--- src/rtl/dense_layer_combine.sv ---
// dense_layer_combine: sums BANKS partial-sum slices plus a per-neuron bias,
// applies the selected activation and stores NEURONS results in an internal
// buffer that the next layer reads through a registered port.
// Optional macro DENSE_COMBINE_SAT_EN: saturate the wide sum to W bits and
// report clamps on ovf_flag (default build wraps and ties ovf_flag to 0).
module dense_layer_combine #(
  parameter int NEURONS    = 100,
  parameter int BANKS      = 2,
  parameter int INT_W      = 10,
  parameter int FRAC_W     = 10,
  parameter int ADDR_W     = 7,
  parameter int RD_LATENCY = 4,
  parameter int ACT_MODE   = 1
) (
  input  logic                           clk,
  input  logic                           reset_n,
  input  logic                           start,
  input  logic [BANKS-1:0]               banks_done,
  output logic [ADDR_W-1:0]              part_addr,
  output logic                           part_en,
  input  logic [BANKS*(INT_W+FRAC_W)-1:0] part_data,
  output logic [ADDR_W-1:0]              bias_addr,
  input  logic [INT_W+FRAC_W-1:0]        bias_data,
  input  logic                           out_rd_en,
  input  logic [ADDR_W-1:0]              out_rd_addr,
  output logic [INT_W+FRAC_W-1:0]        out_rd_data,
  output logic                           busy,
  output logic                           done,
  output logic                           ovf_flag
);

  localparam int W     = INT_W + FRAC_W;
  localparam int CNT_W = $clog2(RD_LATENCY + 1);
`ifdef DENSE_COMBINE_SAT_EN
  // Headroom so the full BANKS+1 term sum never overflows before clamping.
  localparam int ACC_W = W + $clog2(BANKS + 1);
`else
  // Wrapping keeps only the low W bits, which a W-bit adder already yields.
  localparam int ACC_W = W;
`endif

  typedef enum logic [2:0] {IDLE, WAIT_READ, ACCUM, ACT, WRITE, DONE} state_t;

  state_t                     state_q, state_d;
  logic [CNT_W-1:0]           wait_cnt;
  logic                       accept;
  logic                       last_neuron;
  logic                       vld_p0, vld_p1;
  logic signed [ACC_W-1:0]    acc_sum;
  logic signed [W-1:0]        red_val;
  logic signed [W-1:0]        red_p0;
  logic signed [W-1:0]        act_p1;
  logic [W-1:0]               mem [NEURONS];

  function automatic logic signed [ACC_W-1:0] sext(input logic [W-1:0] v);
    return ACC_W'($signed(v));
  endfunction

`ifdef DENSE_COMBINE_SAT_EN
  function automatic logic ovf_det(input logic signed [ACC_W-1:0] s);
    return s[ACC_W-1:W-1] != {(ACC_W-W+1){s[ACC_W-1]}};
  endfunction

  function automatic logic signed [W-1:0] sat_w(input logic signed [ACC_W-1:0] s);
    if (!ovf_det(s)) return s[W-1:0];
    if (s[ACC_W-1]) return {1'b1, {(W-1){1'b0}}};
    return {1'b0, {(W-1){1'b1}}};
  endfunction
`endif

  function automatic logic signed [W-1:0] act_fn(input logic signed [W-1:0] v);
    if (ACT_MODE == 1 && v[W-1]) return '0;
    return v;
  endfunction

  assign accept      = (state_q == IDLE) && start && (&banks_done);
  assign last_neuron = (part_addr == ADDR_W'(NEURONS - 1));
  assign busy        = (state_q != IDLE) && (state_q != DONE);
  assign bias_addr   = part_addr;

  // State register
  always_ff @(posedge clk or negedge reset_n) begin
    if (!reset_n) state_q <= IDLE;
    else          state_q <= state_d;
  end

  // Next-state logic
  always_comb begin
    state_d = state_q;
    case (state_q)
      IDLE:      if (accept) state_d = WAIT_READ;
      WAIT_READ: if (wait_cnt == CNT_W'(RD_LATENCY - 1)) state_d = ACCUM;
      ACCUM:     state_d = ACT;
      ACT:       state_d = WRITE;
      WRITE:     state_d = last_neuron ? DONE : WAIT_READ;
      DONE:      if (!start) state_d = IDLE;
      default:   state_d = IDLE;
    endcase
  end

  // Control registers: neuron address, read enable, latency counter, done, valids
  always_ff @(posedge clk or negedge reset_n) begin
    if (!reset_n) begin
      part_addr <= '0;
      part_en   <= 1'b0;
      wait_cnt  <= '0;
      done      <= 1'b0;
      vld_p0    <= 1'b0;
      vld_p1    <= 1'b0;
    end else begin
      vld_p0 <= (state_q == ACCUM);
      vld_p1 <= vld_p0;
      case (state_q)
        IDLE: if (accept) begin
          part_addr <= '0;
          part_en   <= 1'b1;
          wait_cnt  <= '0;
          done      <= 1'b0;
        end
        WAIT_READ: wait_cnt <= wait_cnt + CNT_W'(1);
        WRITE: begin
          wait_cnt <= '0;
          if (last_neuron) begin
            part_en <= 1'b0;
            done    <= 1'b1;
          end else begin
            part_addr <= part_addr + ADDR_W'(1);
          end
        end
        default: ;
      endcase
    end
  end

  // Wide signed sum of bias and every bank slice
  always_comb begin
    acc_sum = sext(bias_data);
    for (int k = 0; k < BANKS; k++) acc_sum = acc_sum + sext(part_data[k*W +: W]);
  end

`ifdef DENSE_COMBINE_SAT_EN
  assign red_val = sat_w(acc_sum);

  // Sticky clamp flag, cleared when a new pass is accepted
  always_ff @(posedge clk or negedge reset_n) begin
    if (!reset_n)                                 ovf_flag <= 1'b0;
    else if (accept)                              ovf_flag <= 1'b0;
    else if (state_q == ACCUM && ovf_det(acc_sum)) ovf_flag <= 1'b1;
  end
`else
  assign red_val  = acc_sum;
  assign ovf_flag = 1'b0;
`endif

  // ---- stage p0: reduced sum captured in ACCUM ----
  always_ff @(posedge clk) begin
    if (state_q == ACCUM) red_p0 <= red_val;
  end

  // ---- stage p1: activation applied in ACT ----
  always_ff @(posedge clk) begin
    if (vld_p0) act_p1 <= act_fn(red_p0);
  end

  // Buffer write in WRITE (vld_p1 marks that cycle)
  always_ff @(posedge clk) begin
    if (vld_p1) mem[part_addr] <= act_p1;
  end

  // Registered read port; out-of-range addresses read as zero
  always_ff @(posedge clk or negedge reset_n) begin
    if (!reset_n) out_rd_data <= '0;
    else if (out_rd_en)
      out_rd_data <= (int'(out_rd_addr) < NEURONS) ? mem[out_rd_addr] : '0;
  end

endmodule

--- config.mk ---
export PLATFORM = sky130hd
export DESIGN_NAME = dense_layer_combine
export DESIGN_NICKNAME = d
export VERILOG_FILES = /design/src/rtl/dense_layer_combine.sv
export SDC_FILE = /design/constraint.sdc
export NUM_CORES = 2
export LEC_CHECK = 0
export ABC_AREA = 0
export BUFFER_PORTS_ARGS = -buffer_cell sky130_fd_sc_hd__buf_2
export CORE_MARGIN = 10
export CORE_UTILIZATION = 36
export CTS_BUF_LIST = sky130_fd_sc_hd__clkbuf_4 sky130_fd_sc_hd__clkbuf_8
export DETAILED_ROUTE_END_ITERATION = 10
export PLACE_DENSITY = 0.62
export SLEW_MARGIN = 20
export SYNTH_ARGS = -nofsm -noshare
export SYNTH_HDL_FRONTEND = slang
export SYNTH_SLANG_ARGS = --single-unit
--- constraint.sdc ---
create_clock -name clk -period 2.88 [get_ports clk]
set_input_delay 0.288 -clock clk [delete_from_list [all_inputs] [get_ports clk]]
set_output_delay 0.288 -clock clk [all_outputs]
set_load 0.01 [all_outputs]
==> qor_table.md <==
| Quantity | Reported |
| --- | --- |
| Multi-input logic area | 17940 um2 |
| Final antenna-violating net count | 0 |
| Worst slew pin tran | 1.079 ns |
| Number of filler cells placed in the layout | 19320 |
| Synth cell types | 63 |
| Number of flip-flops and latches in the synthesized netlist | 2077 |
| Number of global-route vias before repair | 42810 |
| H-Tree Depth | 5 |
| Data arrival time of the critical path | 3.59 ns |
| Std-Cell Rows | 174 |
| Initial Util | 0.3610 |
| Clock tree buffer depth | 4 |
| CP Class | in -> reg |
| Highest-delay cell along the critical path | dlygate4sd3_1 |
| Total core area | 224500 um2 |
| Worst relative slew slack | 0.2789 |
| Global-route usage over all layers | 0.1712 |
| Achievable frequency | 352.5 MHz |
| Crit path buf inv count | 6 |
| Clock transition at path regs | 0.06 ns |
| Number of enable flip-flop cells after synthesis | 2040 |
| Yosys warning count | 0 |
| Final Wtd Congestion | 0.8573 |
| Post-Syn Area per Cell | 21.24 um2 |
| Final Util | 0.4262 |
| MaxCap Viol Count | 0 |
| Clk Tree Root Cell | clkbuf_8 |
| First-pass GRT wire length | 307600 um |
| Kind of start point of the critical path | primary input |
| Status | completed |
| Overall die width | 494.5 um |
| Input/output buffers | 109 |
| Antenna violations before repair | 10 |
| Part of the Yosys area used for sequential elements | 0.7674 |
| Final Max Tran Viols | 0 |
| Share of flip-flops with an asynchronous set or reset after synthesis | 0.01781 |
| Clock buffers created by TritonCTS | 344 |
| HPWL after DPL | 127100 um |
| Final period utilization | 0.9851 |
| Pre-Repair DR Iteration Count | 7 |
| I/O pins | 111 |
| PD cells | 662.7 nW/um2 |
| Area fraction of the dominant cell type after synthesis | 0.7559 |
| Largest net degree at the start of global routing | 101 |
| Pwr Total | 63.40 mW |
| Crit path max fanout | 4 |
| Inst Count DP | 7118 |
| Final TNS setup | 0 ns |
| Setup-violating endpoint count in the final report | 0 |
| Footprint of the flip-flops and latches | 62180 um2 |
| Worst slack on hold paths | 0.08784 ns |
| Die Ht | 494.5 um |
| Critical path data required time | 3.63 ns |
| Number of design-rule violations left by the first detailed-router iteration | 5008 |
| Die area | 244500 um2 |
| WL per Instance | 27.55 um |
| Share of post-route cells with drive strength above 1 | 0.3437 |
| Remaining global-route overflow | 0 |
| Routed WL | 214100 um |
| Synthesis-to-layout area growth | 18.06% |
| Chain of cells forming the critical path | dlygate4sd3_1 > buf_2 > fa_1 > ha_1 > dlygate4sd3_1 > buf_4 > nand3_1 > buf_4 > o31ai_1 > a21oi_1 > xnor2_1 > dlygate4sd3_1 |
| # DRC | 0 |
| Peak supply drop | 0.6168 mV |
| Clock latency of the later-clocked register in the worst-skew pair | 1.09 ns |
| Vias per std cell | 5.452 |
| DR vias | 42370 |
| CTS tree | done |
| Final Hold Vio Count | 0 |
| Clock tree skew after final layout | 0.08980 ns |
| Type of the worst min-delay path | in -> reg |
| Total standard cell area after synthesis | 81040 um2 |
| Crit path capture type | register |
| Synth top area cells | edfxtp_1 76%, mux4_2 12%, mux2i_1 2.2% |
| Cell taking the most area after synthesis | edfxtp_1 |
| Top delay family on crit path | buffers and inverters |
| Number of nets in the layout | 4658 |
| Leakage power summed over all cells | 31.15 nW |
| Largest stage delay, worst path | 0.54 ns |
| Shortest clock period the worst path allows after layout | 2.837 ns |
| Library cell appearing most often on the critical path | dlygate4sd3_1 |
| Primary flip-flop cell chosen by synthesis mapping | edfxtp_1 |
| Cell count after synthesis | 3816 |
| Final cell count without fillers | 7771 |
| Total number of clock tree sinks | 2077 |
area by class of cell:
class	instances	area share
multi-input cells	1493	0.1875
diodes	4	0.0001046
clock buffers	461	0.05926
flip-flops and latches	2077	0.6500
repair buffers	595	0.05658
inverters	33	0.001295
clock inverters	116	0.006173
well taps	2992	0.03913
cell families (layout without fill, tap and decap cells):
family	Yosys count	in the layout	share of synthesized area
fa+ha+maj	41	41	0.008183
other cells	1	6	0.00004628
simple gates	348	348	0.01972
xor+xnor	22	22	0.002378
compound gates	412	412	0.03445
mux	668	668	0.1522
buf+inv	247	1205	0.01569
flops	2077	2077	0.7674
repair_timing:
| action | CTS | global route |
|---|---|---|
| hold buffers | 71 | 0 |
| resized for setup | 0 | 11 |
| buffers inserted | 0 | 3 |
| setup endpoints to repair | 0 | 7 |
| endpoints found under the hold margin | 89 | 0 |
worst reg2reg max path: stages (launching register included):
cell       delay [ns]
edfxtp_1         0.37
mux4_2           0.47
nor2b_1          0.15
a2111oi_1        0.95
buf_4            0.24
a311oi_1         0.06
o21ai_1          0.13
buf_4            0.19
nand3_1          0.08
per-stage QoR:
stage	instance area [um2]	setup WS (ns)
2_1_floorplan	81060	-0.05700
3_3_place_gp	88630	-0.5261
3_5_place_dp	88630	-0.2883
4_1_cts	95610	0.06638
5_1_grt	95670	-0.02043
6_report	95670	0.04285
report_power, final:
group	switching [mW]	total, mW	internal (mW)
combinational	3.06	5.10	2.04
clock	11.2	24.2	12.9
sequential	0.358	34.1	33.8
total	14.6	63.4	48.8
cells in the mapped netlist (all sizes together), types with 4 or more instances:
master   number
a2111oi       9
a211o        17
a211oi       48
a21boi        6
a21o          6
a21oi        91
a221o         4
a221oi       21
a22o          9
a22oi        32
a311oi        4
a31oi        11
a32oi         4
and2          5
and3          4
buf         138
clkbuf       76
dfrtp        37
edfxtp     2040
fa           20
ha           21
inv          33
mux2         42
mux2i       179
mux4        447
nand2        77
nand2b        7
nand3        34
nand4         5
nor2        140
nor2b        47
nor3         12
nor4          4
o211ai        5
o21ai        50
o21bai        4
o221ai       22
o22ai        56
or3           4
xnor2        14
xor2          8
layout by cell type (no fill, tap or decap), types with 81 or more instances in the layout:
cell	n
edfxtp_1	2040
mux4_2	447
clkbuf_8	353
buf_4	339
mux2i_1	179
clkbuf_4	108
buf_2	104
nor2_2	100
a21oi_1	88
buf_12	81
registers in the layout, indices dropped and copies added (netlist names):
register	cells
done	1
wait_cnt	3
red_p0	20
part_en	1
vld_p0	1
act_p1	20
mem	2000
out_rd_data	20
bias_addr	7
state_q	3
vld_p1	1
routing by layer:
layer / up-vias / global-route usage / share of wire
met5: - / 0 / 0.000033
met4: 2 / 0.05944 / 0.033
met3: 350 / 0.03581 / 0.087
met2: 2091 / 0.2743 / 0.48
met1: 22490 / 0.2325 / 0.40
li1: 17440 / - / -
path summary, 6_finish.rpt:
path	start	end	slack, ns	depth (start not counted)
setup reg to reg	mem[66][9]$_DFFE_PP_	out_rd_data[9]$_DFFE_PN0P_	0.14	8
setup / recovery	bias_data[8]	red_p0[13]$_DFFE_PP_	0.04	12
hold / removal	part_data[25]	red_p0[6]$_DFFE_PP_	0.09	5
max in group asynchronous	reset_n	out_rd_data[11]$_DFFE_PN0P_	2.05	4
min in group asynchronous	reset_n	bias_addr[5]$_DFFE_PN0P_	0.51	4
hold reg to reg	part_en$_DFFE_PN0P_	part_en$_DFFE_PN0P_	0.49	1
Note: power is estimated with default switching activity, not from simulation.
